[src/rtl/neuron_sel_seq_if.sv]
// Handshake and data bundle between a neuron sequencer and its neighbours.
// The master side drives go/data inputs; the slave side is the sequencer.
interface neuron_sel_seq_if #(
  parameter int unsigned WEIGHT_N   = 5,
  parameter int unsigned DATA_WIDTH = 16,
  parameter int unsigned LANES      = 1
);
  localparam int unsigned BEATS  = (WEIGHT_N + LANES - 1) / LANES;
  localparam int unsigned BEAT_W = (BEATS > 1) ? $clog2(BEATS) : 1;

  logic                             go_in_l;
  logic                             go_in_r;
  logic [DATA_WIDTH*WEIGHT_N-1:0]   data_in;
  logic [DATA_WIDTH*LANES-1:0]      data_out;
  logic [LANES-1:0]                 lane_valid;
  logic                             first_o;
  logic                             last_o;
  logic                             busy_o;
  logic [BEAT_W-1:0]                beat_idx;
  logic                             go_out_l;
  logic                             go_out_r;
  logic                             freeze_r;

  modport master (
    output go_in_l, go_in_r, data_in,
    input  data_out, lane_valid, first_o, last_o, busy_o, beat_idx,
    input  go_out_l, go_out_r, freeze_r
  );

  modport slave (
    input  go_in_l, go_in_r, data_in,
    output data_out, lane_valid, first_o, last_o, busy_o, beat_idx,
    output go_out_l, go_out_r, freeze_r
  );
endinterface

[src/rtl/neuron_sel_seq.sv]
// Weight/input word sequencer for one neuron: walks WEIGHT_N packed words of
// data_in, LANES words per beat, and handshakes with left/right layers.
module neuron_sel_seq #(
  parameter int unsigned WEIGHT_N   = 5,
  parameter int unsigned DATA_WIDTH = 16,
  parameter int unsigned LANES      = 1
) (
  input logic              clk,
  input logic              rst_n,
  neuron_sel_seq_if.slave  bus
);
  localparam int unsigned BEATS  = (WEIGHT_N + LANES - 1) / LANES;
  localparam int unsigned BEAT_W = (BEATS > 1) ? $clog2(BEATS) : 1;
  localparam int unsigned DOUT_W = DATA_WIDTH * LANES;

  localparam logic [1:0] StIdle = 2'd0;
  localparam logic [1:0] StRun  = 2'd1;
  localparam logic [1:0] StHold = 2'd2;

  localparam logic [BEAT_W-1:0] LastBeat = BEAT_W'(BEATS - 1);

  logic [1:0]        state_q, state_d;
  logic [BEAT_W-1:0] beat_q, beat_d;
  logic              go_out_l_q, go_out_l_d;
  logic              go_out_r_q, go_out_r_d;
  logic              freeze_r_q, freeze_r_d;

  logic              busy;
  logic [DOUT_W-1:0] data_out_c;
  logic [LANES-1:0]  lane_valid_c;

  // Next-state: IDLE waits on left only; HOLD needs both neighbours; RUN ignores them.
  always_comb begin
    state_d    = state_q;
    beat_d     = beat_q;
    go_out_l_d = go_out_l_q;
    go_out_r_d = go_out_r_q;
    freeze_r_d = freeze_r_q;
    unique case (state_q)
      StIdle: begin
        if (bus.go_in_l) begin
          state_d    = StRun;
          beat_d     = '0;
          go_out_l_d = 1'b0;
          go_out_r_d = 1'b0;
          freeze_r_d = 1'b0;
        end
      end
      StRun: begin
        if (beat_q == LastBeat) begin
          state_d    = StHold;
          beat_d     = '0;
          go_out_l_d = 1'b1;
          go_out_r_d = 1'b1;
          freeze_r_d = 1'b1;
        end else begin
          beat_d = beat_q + BEAT_W'(1);
        end
      end
      StHold: begin
        if (bus.go_in_l && bus.go_in_r) begin
          state_d    = StRun;
          beat_d     = '0;
          go_out_l_d = 1'b0;
          go_out_r_d = 1'b0;
          freeze_r_d = 1'b0;
        end
      end
      default: begin
        state_d = StIdle;
        beat_d  = '0;
      end
    endcase
  end

  // State registers; reset leaves the downstream accumulator frozen.
  always_ff @(posedge clk or negedge rst_n) begin
    if (!rst_n) begin
      state_q    <= StIdle;
      beat_q     <= '0;
      go_out_l_q <= 1'b0;
      go_out_r_q <= 1'b0;
      freeze_r_q <= 1'b1;
    end else begin
      state_q    <= state_d;
      beat_q     <= beat_d;
      go_out_l_q <= go_out_l_d;
      go_out_r_q <= go_out_r_d;
      freeze_r_q <= freeze_r_d;
    end
  end

  assign busy = (state_q == StRun);

  // Lane mux: lanes past the last real word read as zero and are not valid.
  // Shifts instead of part-selects keep index widths independent of parameters.
  always_comb begin
    int unsigned idx;
    logic [DATA_WIDTH-1:0] word;
    data_out_c   = '0;
    lane_valid_c = '0;
    for (int unsigned k = 0; k < LANES; k++) begin
      idx  = int'(beat_q) * LANES + k;
      word = '0;
      if (idx < WEIGHT_N) begin
        word = DATA_WIDTH'(bus.data_in >> (idx * DATA_WIDTH));
        if (busy) begin
          lane_valid_c = lane_valid_c | (LANES'(1) << k);
        end
      end
      data_out_c = data_out_c | (DOUT_W'(word) << (k * DATA_WIDTH));
    end
  end

  assign bus.data_out   = data_out_c;
  assign bus.lane_valid = lane_valid_c;
  assign bus.busy_o     = busy;
  assign bus.first_o    = busy && (beat_q == '0);
  assign bus.last_o     = busy && (beat_q == LastBeat);
  assign bus.beat_idx   = beat_q;
  assign bus.go_out_l   = go_out_l_q;
  assign bus.go_out_r   = go_out_r_q;
  assign bus.freeze_r   = freeze_r_q;
endmodule

[src/flat_wrapper.sv]
// flat-port wrapper written by rule: the top's interface ports become plain ports
module neuron_sel_seq_flat 
#(
  parameter int unsigned WEIGHT_N   = 5,
  parameter int unsigned DATA_WIDTH = 16,
  parameter int unsigned LANES      = 1
)
  (clk, rst_n, bus_go_in_l, bus_go_in_r, bus_data_in, bus_data_out, bus_lane_valid, bus_first_o, bus_last_o, bus_busy_o, bus_beat_idx, bus_go_out_l, bus_go_out_r, bus_freeze_r);
  neuron_sel_seq_if #(.WEIGHT_N(WEIGHT_N), .DATA_WIDTH(DATA_WIDTH), .LANES(LANES)) bus_i ();
  input logic clk;
  input logic rst_n;
  input wire logic [$bits(bus_i.go_in_l)-1:0] bus_go_in_l;
  input wire logic [$bits(bus_i.go_in_r)-1:0] bus_go_in_r;
  input wire logic [$bits(bus_i.data_in)-1:0] bus_data_in;
  output wire logic [$bits(bus_i.data_out)-1:0] bus_data_out;
  output wire logic [$bits(bus_i.lane_valid)-1:0] bus_lane_valid;
  output wire logic [$bits(bus_i.first_o)-1:0] bus_first_o;
  output wire logic [$bits(bus_i.last_o)-1:0] bus_last_o;
  output wire logic [$bits(bus_i.busy_o)-1:0] bus_busy_o;
  output wire logic [$bits(bus_i.beat_idx)-1:0] bus_beat_idx;
  output wire logic [$bits(bus_i.go_out_l)-1:0] bus_go_out_l;
  output wire logic [$bits(bus_i.go_out_r)-1:0] bus_go_out_r;
  output wire logic [$bits(bus_i.freeze_r)-1:0] bus_freeze_r;
  assign bus_i.go_in_l = bus_go_in_l;
  assign bus_i.go_in_r = bus_go_in_r;
  assign bus_i.data_in = bus_data_in;
  assign bus_data_out = bus_i.data_out;
  assign bus_lane_valid = bus_i.lane_valid;
  assign bus_first_o = bus_i.first_o;
  assign bus_last_o = bus_i.last_o;
  assign bus_busy_o = bus_i.busy_o;
  assign bus_beat_idx = bus_i.beat_idx;
  assign bus_go_out_l = bus_i.go_out_l;
  assign bus_go_out_r = bus_i.go_out_r;
  assign bus_freeze_r = bus_i.freeze_r;
  neuron_sel_seq #(.WEIGHT_N(WEIGHT_N), .DATA_WIDTH(DATA_WIDTH), .LANES(LANES)) u_core (.clk(clk), .rst_n(rst_n), .bus(bus_i));
endmodule
[config.mk]
export PLATFORM = sky130hd
export DESIGN_NAME = neuron_sel_seq_flat
export DESIGN_NICKNAME = d
export VERILOG_FILES = /design/src/rtl/neuron_sel_seq_if.sv /design/src/rtl/neuron_sel_seq.sv /design/src/flat_wrapper.sv
export SDC_FILE = /design/constraint.sdc
export NUM_CORES = 1
export LEC_CHECK = 0
export CORE_MARGIN = 5
export CORE_UTILIZATION = 26
export DETAILED_ROUTE_END_ITERATION = 10
export GPL_ROUTABILITY_DRIVEN = 0
export PLACE_DENSITY = 0.77
export SLEW_MARGIN = 20
export SYNTH_ARGS = -nofsm -noshare
export SYNTH_HDL_FRONTEND = slang
export SYNTH_SLANG_ARGS = --single-unit
[constraint.sdc]
create_clock -name clk -period 1.43 [get_ports clk]
set_input_delay 0.286 -clock clk [delete_from_list [all_inputs] [get_ports clk]]
set_output_delay 0.286 -clock clk [all_outputs]
set_load 0.005 [all_outputs]
==> impl_metrics.env, run 1 <==
export IMPL_crit_start="u_core.bus.beat_idx[2]"
export IMPL_tritoncts="built"
export IMPL_overflow=0
export IMPL_muxShareOfSynthArea=0.3634
export IMPL_antenna_left=0
export IMPL_tns_ps=-7573
export IMPL_finClkSkew_ps=2.502
export IMPL_synthAdderAreaFrac=0.02345
export IMPL_use_met1=0.1867
export IMPL_wl_per_cell_um=16.73
export IMPL_worstPathArrival_ps=1600
export IMPL_stdcell_count=299
export IMPL_rsz0062_at_grt="yes"
export IMPL_maxCapViolations=0
export IMPL_grt_first_pass_wirelength_um=7134
export IMPL_violations="setup timing"
export IMPL_hold_viol=0
export IMPL_synth_edf_count=0
export IMPL_critPathLaunchType="flip-flop"
export IMPL_status="finished, violations left"
export IMPL_grtUsageTotal=0.1679
export IMPL_grt_pass1_vias=1526
export IMPL_synth_cell_types=28
export IMPL_clock_sinks=7
export IMPL_final_core_util=0.6406
export IMPL_busiest_layer="met2"
export IMPL_grt_max_degree=17
export IMPL_slew_violations=0
export IMPL_cts_htree_levels=1
export IMPL_antenna_found_initial=0
export IMPL_drc=0
export IMPL_syn_area_mm2=0.001067
export IMPL_final_cell_area_mm2=0.002562
export IMPL_rows=23
export IMPL_r2r_cells=8
export IMPL_n_antenna_cell=0
export IMPL_ios=110
export IMPL_cts_buffers=3
export IMPL_drive_gt1_frac=0.4137
export IMPL_synthArstFlopShare=1.000
export IMPL_syn_avg_cell_area_um2=9.529
export IMPL_port_buffers=109
export IMPL_finalSetupViolations=21
export IMPL_p_per_area_mw_per_mm2=1728
export IMPL_setup_ws_ps=-455.0
export IMPL_p_leak_nw=1.149
export IMPL_cts_buffer_depth=2
export IMPL_ys_seq_area_frac=0.1653
export IMPL_fin_crit_sh=1.318
export IMPL_worst_ep_required_time_ps=1140
export IMPL_synth_compound_area_share=0.2263
export IMPL_synthSimpleGateAreaFrac=0.1219
export IMPL_fillers=370
export IMPL_root_buffer="clkbuf_8"
export IMPL_cts_reportedPaths_clkPinSlew_ps=40
export IMPL_place_ws_ps=-580.9
export IMPL_num_vias=1439
export IMPL_core_area_mm2=0.004000
export IMPL_synth_xor_area_share=0
export IMPL_post_drt_via_cell_ratio=4.813
export IMPL_clock_latency_ps=230
export IMPL_synth_seq_cells=7
export IMPL_cp_max_fo=7
export IMPL_fin_total_pwr_mw=4.428
export IMPL_die_area_mm2=0.005486
export IMPL_r2r_slack_ps=-20
export IMPL_die_y_um=74.07
export IMPL_slew_headroom=0.7551
export IMPL_worst_pin_slew_ps=366.2
export IMPL_ir_worst_vdd_v=0.0009916
export IMPL_crit_type="flip-flop to output pin"
export IMPL_ys_flop_type="dfrtp_1"
export IMPL_post_route_min_period_ps=1885
export IMPL_syn_nets=198
export IMPL_r2r_end="u_core.bus.beat_idx[0]"
export IMPL_grt_met2_usage=0.3061
export IMPL_die_x_um=74.07
export IMPL_hp_class="primary input to async pin"
export IMPL_placed_cells=284
export IMPL_rr_startpoint="u_core.bus.beat_idx[0]"
export IMPL_endpoint_kind="output pin"
export IMPL_netlist_instances=112
export IMPL_nNetsFinal=336
export IMPL_dpl_cell_area_mm2=0.002344
export IMPL_first_pass_iters=4
export IMPL_dp_hpwl_um=3760
export IMPL_routed_wirelength_um=5001
export IMPL_finalHoldWorstSlack_ps=335.1
export IMPL_drt_initial_drc_count=32
export IMPL_use_met3=0.03514
export IMPL_initial_utilization=0.2668
export IMPL_fmax_mhz=530.5
export IMPL_areaGrowthSynthToFinish_pct=140.1
export IMPL_synth_top_family_by_area="multiplexers"
export IMPL_yosysWarnings=0
[worst max-delay path by stage]
stage / end / slack (ps) / cells after the start
6_report: bus_data_out[6] / -450 / 7
5_1_grt: bus_data_out[6] / -500 / 7
4_1_cts: bus_data_out[6] / -510 / 5
3_5_place_dp: bus_data_out[15] / -580 / 4
3_3_place_gp: bus_data_out[0] / -550 / 4
2_1_floorplan: bus_data_out[10] / -100 / 4
[state kept, by name (all words and copies together), names as in the netlist]
register and count:
u_core.bus.go_out_r 1, u_core.bus.beat_idx 3, u_core.bus.freeze_r 1, u_core.state_q 2
[Yosys cell counts (all sizes together), types with 2 or more instances]
master | count | share of area
a21o | 3 | 0.021
a21oi | 3 | 0.014
mux2 | 15 | 0.20
nor2 | 17 | 0.062
dfrtp | 6 | 0.14
nand2b | 3 | 0.018
ha | 2 | 0.023
a221o | 15 | 0.14
buf | 9 | 0.077
inv | 5 | 0.018
mux2i | 17 | 0.16
nand3 | 2 | 0.0094
nand2 | 5 | 0.018
[layer usage]
metal,wire length (um),vias to the layer above,share of wire
met5,0,-,0
met4,129,0,0.026
met3,494,12,0.099
met2,2479,75,0.50
met1,1898,655,0.38
li1,-,697,-
[area by class of cell]
class / count / area (um^2) / share of cell area
timing repair buffer: 143 / 1338 / 0.5220
multi-input combinational: 90 / 909.6 / 0.3550
clock buffer: 3 / 41.29 / 0.01611
clock inverter: 1 / 5.005 / 0.001953
sequential: 7 / 180.2 / 0.07031
tap: 50 / 62.56 / 0.02441
inverter: 5 / 26.28 / 0.01025
[where the power goes]
part | switching (mW) | internal (mW)
combinational | 1.54 | 2.20
clock | 0.0977 | 0.190
sequential | 0.0972 | 0.301
total | 1.73 | 2.69
[kinds of logic (layout without fill, tap and decap cells)]
| kind of cell | after synthesis | count (layout) |
|---|---|---|
| flip-flops | 7 | 7 |
| AND/OR/NAND/NOR | 29 | 29 |
| adder cells (fa/ha/maj) | 2 | 2 |
| AO/OA/AOI/OAI | 27 | 27 |
| buffers and inverters | 15 | 152 |
| multiplexers | 32 | 32 |
[worst max-delay path: stages (launching register included)]
cell,delay (ps)
dfrtp_2,420
buf_4,140
buf_6,100
nand2b_4,130
buf_6,130
nor2_1,50
a221o_1,260
buf_2,140
[layout by cell type, fill, tap and decap left out, types with 3 or more instances in the layout]
master	n
mux2i_1	16
nor2_1	14
buf_6	18
buf_4	14
clkbuf_8	3
nand2_1	3
buf_2	20
a21o_1	3
a221o_1	15
dfrtp_1	3
dfrtp_2	3
mux2_4	14
inv_4	3
clkdlybuf4s50_1	85
buf_12	3
[what timing repair did]
| action | CTS | global route |
|---|---|---|
| gates resized for setup | 126 | 20 |
| endpoints found under the setup margin | 29 | 25 |
| hold buffers | 0 | 0 |
| buffers inserted | 10 | 5 |
| cloned | 2 | 0 |
| pin swaps | 3 | 10 |
Power figures use the tool's default switching activity.
==> inputs of run 2 (changes only) <==
CELL_PAD_IN_SITES_DETAIL_PLACEMENT = 1   (was unset)
CELL_PAD_IN_SITES_GLOBAL_PLACEMENT = 2   (was unset)
CORE_UTILIZATION = 13   (was 26)
PLACE_DENSITY = unset   (was 0.77)
PLACE_DENSITY_LB_ADDON = 0.1   (was unset)
==> impl_metrics.env, run 2 (same netlist as run 1, synthesis figures left out) <==
export IMPL_status="finished, violations left"
export IMPL_violations="setup timing"
export IMPL_cts_buffer_depth=2
export IMPL_worst_pin_slew_ps=324.0
export IMPL_grt_first_pass_wirelength_um=9225
export IMPL_first_pass_iters=4
export IMPL_top_layer="met4"
export IMPL_cp_max_fo=5
export IMPL_largest_reg_flops=3
export IMPL_cts_buffers=3
export IMPL_initial_utilization=0.1319
export IMPL_core_area_mm2=0.008093
export IMPL_overflow=0
export IMPL_rsz0062_at_grt="yes"
export IMPL_endpoint_kind="output pin"
export IMPL_num_vias=1444
export IMPL_final_common_cell="clkdlybuf4s50_1"
export IMPL_slew_headroom=0.7833
export IMPL_cts_reportedPaths_clkPinSlew_ps=40
export IMPL_grt_pass1_vias=1687
export IMPL_fillers=960
export IMPL_worst_ep_required_time_ps=1140
export IMPL_post_drt_via_cell_ratio=4.045
export IMPL_met1_length_um=2346
export IMPL_finClkSkew_ps=2.946
export IMPL_p_per_area_mw_per_mm2=1678
export IMPL_antenna_left=0
export IMPL_critPathLaunchType="flip-flop"
export IMPL_stdcell_count=357
export IMPL_placed_cells=338
export IMPL_drc=0
export IMPL_clock_sinks=7
export IMPL_rows=33
export IMPL_crit_type="flip-flop to output pin"
export IMPL_tritoncts="built"
export IMPL_wl_met3_um=373
export IMPL_die_area_mm2=0.01012
export IMPL_ios=110
export IMPL_wl_met2_um=3424
export IMPL_grt_max_degree=17
export IMPL_root_buffer="clkbuf_8"
export IMPL_post_route_min_period_ps=1973
export IMPL_die_y_um=100.6
export IMPL_n_antenna_cell=0
export IMPL_dp_hpwl_um=4853
export IMPL_cts_htree_levels=1
export IMPL_port_buffers=109
export IMPL_fmax_mhz=506.9
export IMPL_r2r_cells=7
export IMPL_ir_worst_vdd_v=0.0008379
export IMPL_ctsHoldBuffers=0
export IMPL_worstPathArrival_ps=1690
export IMPL_layout_common_cells="clkdlybuf4s50_1, buf_4, buf_2"
export IMPL_p_leak_nw=1.173
export IMPL_final_core_util=0.3242
export IMPL_hp_class="primary input to async pin"
export IMPL_nNetsFinal=339
export IMPL_finalSetupViolations=20
export IMPL_grtUsageTotal=0.1165
export IMPL_drive_gt1_frac=0.3770
export IMPL_antenna_found_initial=0
export IMPL_areaGrowthSynthToFinish_pct=145.8
export IMPL_place_ws_ps=-609.5
export IMPL_fin_crit_sh=1.379
export IMPL_drt_initial_drc_count=24
export IMPL_setup_ws_ps=-542.6
export IMPL_slew_violations=0
export IMPL_wl_per_cell_um=17.33
export IMPL_hold_viol=0
export IMPL_routed_wirelength_um=6188
export IMPL_fin_total_pwr_mw=4.403
export IMPL_maxCapViolations=0
export IMPL_die_x_um=100.6
export IMPL_clock_latency_ps=220
## run 2: critical path: stages (launching register included)
cell     delay [ps]
dfrtp_2         450
buf_6           160
buf_6           110
mux2_4          290
a221o_1         330
buf_2           130
## run 2: where the power goes
part	total (mW)	internal [mW]	switching, mW
logic	3.70	2.21	1.49
registers	0.424	0.301	0.122
clock network	0.276	0.193	0.0833
total	4.40	2.70	1.70
## run 2: routing by layer
layer,up-vias,global-route usage
li1,703,-
met1,688,0.1238
met2,51,0.2385
met3,2,0.02007
met4,0,0.01658
met5,-,0
## run 2: through the flow
stage,instance area [um^2],TNS [ps],hold slack (ps)
detailed placement,2380,-11010,506.3
global placement,2380,-10360,490.2
finish,2624,-8401,324.9
floorplan,1077,-1270,-9.591
global route,2624,-9543,350.1
CTS,2605,-8952,329.6
## run 2: layout make-up
type                       instances  area [um^2]  area share
clock buffer                       4        45.04     0.01717
sequential                         7        180.2     0.06867
multi-input combinational         90        845.8      0.3224
tap                              105        131.4     0.05007
timing repair buffer             146         1398      0.5327
inverter                           5        23.77    0.009061
## run 2: what timing repair did
action / CTS / global route
setup endpoints to repair: 27 / 23
cloned: 1 / 0
pin swaps: 5 / 8
buffers inserted: 14 / 2
resized for setup: 112 / 17
## run 2: path summary, 6_finish.rpt
path,from,endpoint,slack [ps]
worst max-delay path,u_core.bus.beat_idx[2],bus_data_out[0],-540
worst min-delay path,rst_n,u_core.state_q[1],320
worst max register to register,u_core.bus.beat_idx[1],u_core.state_q[1],50
worst min register to register,u_core.bus.freeze_r,u_core.bus.freeze_r,510
max in group asynchronous,rst_n,u_core.bus.freeze_r,810
min in group clk,u_core.bus.freeze_r,u_core.bus.freeze_r,510
==> inputs of run 3 (changes only) <==
CAP_MARGIN = 40   (was unset)
==> results of run 3 <==
Same layout as run 2: the final DEF is identical, and so are final timing and power.
